**config.mk**
```make
export PLATFORM = sky130hd
export DESIGN_NAME = pc_unit
export DESIGN_NICKNAME = d
export VERILOG_FILES = /design/src/rtl/pc_unit.sv
export SDC_FILE = /design/constraint.sdc
export NUM_CORES = 1
export LEC_CHECK = 0
export ABC_AREA = 0
export BUFFER_PORTS_ARGS = -buffer_cell sky130_fd_sc_hd__buf_2
export CAP_MARGIN = 20
export CORE_AREA = 2 2 96 98
export DETAILED_ROUTE_END_ITERATION = 16
export DIE_AREA = 0 0 98 100
export GPL_ROUTABILITY_DRIVEN = 1
export GPL_TIMING_DRIVEN = 0
export PLACE_DENSITY = 0.72
export REMOVE_ABC_BUFFERS = 1
export SLEW_MARGIN = 20
export SYNTH_ARGS = -nofsm -noshare
export SYNTH_HDL_FRONTEND = slang
export SYNTH_SLANG_ARGS = --single-unit
```
**constraint.sdc**
```tcl
create_clock -name clk -period 7 [get_ports clk]
set_clock_uncertainty 0.15 [all_clocks]
set_input_delay 1.4 -clock clk [delete_from_list [all_inputs] [get_ports clk]]
set_output_delay 1.4 -clock clk [all_outputs]
set_load 0.03 [all_outputs]
```
**src/rtl/pc_unit.sv**
```systemverilog
// Fetch-address generator for the IF stage. It produces the sequential PC and
// handles stall, redirect, trap entry, halt/resume and misaligned-target trapping.
module pc_unit #(
  parameter int              XLEN         = 32,
  parameter logic [XLEN-1:0] RESET_VECTOR = '0,
  parameter logic [XLEN-1:0] TRAP_VECTOR  = XLEN'(32'h0000_0100),
  parameter int              INC          = 4,
  parameter int              ALIGN_BITS   = 2
) (
  input  logic            clk,
  input  logic            reset,
  input  logic            stall,
  input  logic            redirect_valid,
  input  logic [XLEN-1:0] redirect_target,
  input  logic            trap,
  input  logic            halt_req,
  input  logic            resume,
  output logic [XLEN-1:0] pc_out,
  output logic [XLEN-1:0] pc_plus_inc,
  output logic            pc_valid,
  output logic [XLEN-1:0] epc_out,
  output logic            misalign_err
);

  typedef enum logic [1:0] {
    BOOT = 2'b00,
    RUN  = 2'b01,
    HALT = 2'b10
  } state_t;

  localparam logic [XLEN-1:0] ALIGN_MASK = (XLEN'(1) << ALIGN_BITS) - XLEN'(1);
  localparam logic [XLEN-1:0] INC_X      = XLEN'(INC);

  state_t state;
  logic   misaligned;

  assign misaligned  = (redirect_target & ALIGN_MASK) != '0;
  assign pc_plus_inc = pc_out + INC_X;

  // NOTE: all state here uses non-blocking assignments so every branch sees the
  // pre-edge pc_out; epc_out <= pc_out therefore captures the faulting PC.
  always_ff @(posedge clk or negedge reset) begin
    if (!reset) begin
      state        <= BOOT;
      pc_out       <= RESET_VECTOR;
      pc_valid     <= 1'b0;
      epc_out      <= '0;
      misalign_err <= 1'b0;
    end else begin
      misalign_err <= 1'b0;
      case (state)
        BOOT: begin
          state    <= RUN;
          pc_valid <= 1'b1;
        end
        RUN: begin
          if (trap) begin
            pc_out  <= TRAP_VECTOR;
            epc_out <= pc_out;
          end else if (redirect_valid && misaligned) begin
            misalign_err <= 1'b1;
            pc_out       <= TRAP_VECTOR;
            epc_out      <= pc_out;
          end else if (redirect_valid) begin
            pc_out <= redirect_target;
          end else if (halt_req) begin
            state    <= HALT;
            pc_valid <= 1'b0;
          end else if (!stall) begin
            pc_out <= pc_plus_inc;
          end
        end
        HALT: begin
          if (trap) begin
            state    <= RUN;
            pc_valid <= 1'b1;
            pc_out   <= TRAP_VECTOR;
            epc_out  <= pc_out;
          end else if (resume) begin
            state    <= RUN;
            pc_valid <= 1'b1;
          end
        end
        default: begin
          // Unused encoding: recover through BOOT rather than lock up.
          state    <= BOOT;
          pc_out   <= RESET_VECTOR;
          pc_valid <= 1'b0;
        end
      endcase
    end
  end

endmodule

```
==> results.sh <==
export IMPL_synthMuxAreaShare_pct=10.4
export IMPL_routed_wl_mm=10.4
export IMPL_finalSetupViolCount=0
export IMPL_htree_num_levels=3
export IMPL_slowest_stage="nand4_1"
export IMPL_switchingPower_w=0.000575
export IMPL_start_util_pct=43.5
export IMPL_cts_setup_buffers=0
export IMPL_root_buffer="clkbuf_8"
export IMPL_worstSetupPathType="reg -> out"
export IMPL_n_fill_cell=820
export IMPL_fin_crit_ns=4.47
export IMPL_synth_top_family_by_area="simple AND/OR/NAND/NOR gates"
export IMPL_post_drt_wl_per_cell_um=16.5
export IMPL_ys_seq_area_share_pct=44.0
export IMPL_tns_ns=0
export IMPL_vias=3486
export IMPL_grt_pass1_vias=3222
export IMPL_crit_fanout=15
export IMPL_synthAdderAreaFrac_pct=1.62
export IMPL_power_density_nw_per_um2=285
export IMPL_clkTransAtPathRegs_ns=0.07
export IMPL_initialDrtViolationCount=93
export IMPL_rows=35
export IMPL_antenna_left=0
export IMPL_clockBufferDepth=2
export IMPL_routabilityCongestion=0.802
export IMPL_hold_path_class="reg -> reg"
export IMPL_grt_start_max_net_pins=55
export IMPL_peakVddDrop_v=0.000171
export IMPL_pwr_share_comb_pct=42.6
export IMPL_portBuffers=136
export IMPL_dieArea_um2=9800
export IMPL_hold_viol_final=0
export IMPL_endpoint_kind="primary output"
export IMPL_clkPwrFrac_pct=20.3
export IMPL_holdWs_ns=0.353
export IMPL_post_route_util_pct=53.7
export IMPL_synthSimpleGateAreaFrac_pct=19.2
export IMPL_switching_share_pct=42.2
export IMPL_r2r_cells=7
export IMPL_ctsHoldBuffers=0
export IMPL_p_int_w=0.000788
export IMPL_critical_path_top_delay_family="simple AND/OR/NAND/NOR gates"
export IMPL_yosysTopAreaCell="dfrtp_1"
export IMPL_crit_cells=5
export IMPL_synth_cell_type_count=49
export IMPL_crit_arrival_ns=2.92
export IMPL_yosys_warnings=0
export IMPL_synth_compound_area_share_pct=15.2
export IMPL_maxCapViolCount=0
export IMPL_worst_pin_slew_ns=0.971
export IMPL_cts_num_sinks=68
export IMPL_grt_busiest_layer="met2"
export IMPL_synthArstFlopShare_pct=100
export IMPL_numCtsBuffers=9
export IMPL_slew_violations=0
export IMPL_outcome="finished clean"
export IMPL_syn2layout_area_growth_pct=23.5
export IMPL_grt_pass1_wl_mm=16.5
export IMPL_seqPwrFrac_pct=37.1
export IMPL_drtPass1Iterations=4
export IMPL_min_path_cells=1
export IMPL_synth_area_per_cell_um2=9.77
export IMPL_p_leak_nw=2.48
export IMPL_antennaDiodeCount=0
export IMPL_cts_resized=0
export IMPL_crit_chain="and4_1 -> nand4_1 -> o31a_1 -> or2_2 -> buf_2"
export IMPL_fin_crit_sh_pct=63.8
export IMPL_rsz0062_at_grt="no"
export IMPL_clock_latency_ns=0.33
export IMPL_grt_overflow=0
export IMPL_dp_hpwl_mm=7.32
export IMPL_synth_top_area_share_pct=44.0
export IMPL_max_stage_delay_ns=0.68
export IMPL_nNetsFinal=560
export IMPL_ys_ff_latch=68
export IMPL_grt_use_met3_pct=4.67
export IMPL_die_w_um=98
export IMPL_post_route_drc_count=0
export IMPL_cts_tree="yes"
export IMPL_fmax_mhz=224
export IMPL_grt_util_met1_pct=29.2
export IMPL_synth_edff_count=0
export IMPL_via_per_inst=5.53
export IMPL_synth_ff_type="dfrtp_1"
export IMPL_antenna_found_initial=0
export IMPL_io_pin_count=137
export IMPL_coreArea_um2=8890
export IMPL_fin_ws_ns=2.53
export IMPL_synthCells=396
export IMPL_synth_xor_area_share_pct=4.53
export IMPL_use_met2_pct=32.8
export IMPL_max_slew_margin_pct=35.3
export IMPL_syn_area_um2=3870
export IMPL_track_usage_pct=21.0
export IMPL_ys_top_cells_by_area="dfrtp_1 (44%), mux2_2 (9.3%), xnor2_1 (2.9%)"
export IMPL_cp_start_kind="flop"
export IMPL_path_buf_inv=1
export IMPL_worstPathRequired_ns=5.45
export IMPL_dp_slack_ns=2.48
export IMPL_drive_above_1_share_pct=39.3
export IMPL_die_h_um=100
final cells by class:
type	count	area (um2)	area share (%)
Clock inverter	3	15.0	0.314
Multi-Input combinational cell	282	1980	41.4
Sequential cell	68	1700	35.6
Timing Repair Buffer	139	742	15.5
Clock buffer	11	141	2.96
Tap cell	111	139	2.91
Inverter	16	60.1	1.26
power by group through the flow:
stage	Clock [W]	Combinational [W]	Sequential [W]
6_report	0.000277	0.000580	0.000505
5_1_grt	0.000302	0.000624	0.000515
4_1_cts	0.000285	0.000585	0.000505
3_5_place_dp	0	0.000582	0.000512
3_3_place_gp	0	0.000546	0.000508
2_1_floorplan	0	0.000283	0.000606
final timing paths:
kind | slack [ns] | start | to
max | 2.53 | pc_out[7]$_DFFE_PN0P_ | pc_plus_inc[29]
max in group asynchronous | 5.29 | reset | pc_out[4]$_DFFE_PN0P_
max reg2reg | 3.98 | state[1]$_DFFE_PN0P_ | pc_out[16]$_DFFE_PN0P_
min in group asynchronous | 0.85 | reset | epc_out[24]$_DFFE_PN0P_
min reg2reg | 0.35 | epc_out[0]$_DFFE_PN0P_ | epc_out[0]$_DFFE_PN0P_
min | 0.35 | epc_out[0]$_DFFE_PN0P_ | epc_out[0]$_DFFE_PN0P_
routing by layer:
| metal | part of all wire [%] | up-vias | routed length, um |
|---|---|---|---|
| met5 | 0 | - | 0 |
| met2 | 47 | 118 | 4840 |
| met3 | 5.7 | 11 | 596 |
| met1 | 46 | 1693 | 4820 |
| li1 | - | 1664 | - |
| met4 | 1.2 | 0 | 123 |
kinds of logic (layout without fill, tap and decap cells):
group | after synthesis | in the layout
compound gates | 86 | 86
xor+xnor | 20 | 20
fa+ha+maj | 5 | 5
buf+inv | 46 | 169
flops | 68 | 68
mux | 36 | 36
simple gates | 135 | 135
cell usage after synthesis (3+ instances only):
master and n:
nand2b_1 10, and4_1 6, inv_1 16, xor2_1 7, clkbuf_1 18, o31a_1 9
nor2b_1 6, and3_1 4, o31ai_1 11, dfrtp_1 68, mux2_2 32, nor3_1 10
nor2_1 19, and2_1 3, nand3_1 10, xnor2_1 13, or2_2 11, buf_1 3
o2bb2ai_1 5, a22oi_1 5, mux2i_1 4, o22ai_1 7, o21ai_0 18, nor4_1 12
nand2_1 30, ha_1 5, nand4_1 7, buf_2 5, a21oi_1 14
through the flow:
stage          total power (W)  area, um2  cells
5_1_grt                0.00144       4770    630
4_1_cts                0.00137       4770    630
6_report               0.00136       4770    630
2_1_floorplan         0.000889       3730    366
3_5_place_dp           0.00109       4620    616
3_3_place_gp           0.00105       4550    613
worst reg2reg max path, cell delays in order (launching register included):
cell	delay [ns]
dfrtp_1	0.42
inv_1	0.11
ha_1	0.28
nand2b_1	0.12
o2111ai_1	0.59
or3_1	0.84
nor2_1	0.13
a221o_1	0.28
placed cells by master, fill, tap and decap left out, drive strengths merged, types with 10 or more instances in the layout:
| cell type | n |
|---|---|
| o31ai | 11 |
| nor3 | 11 |
| nor4 | 14 |
| o21ai | 20 |
| nand2 | 30 |
| xnor2 | 13 |
| dfrtp | 68 |
| or2 | 11 |
| nor2 | 19 |
| a21oi | 14 |
| clkbuf | 11 |
| nand3 | 10 |
| nand2b | 10 |
| buf | 139 |
| mux2 | 32 |
| inv | 16 |
sequential cells by signal, indices dropped and copies added, names as in the netlist:
signal / count
pc_valid: 1
state: 2
epc_out: 32
pc_out: 32
misalign_err: 1
Power figures use the tool's default switching activity.
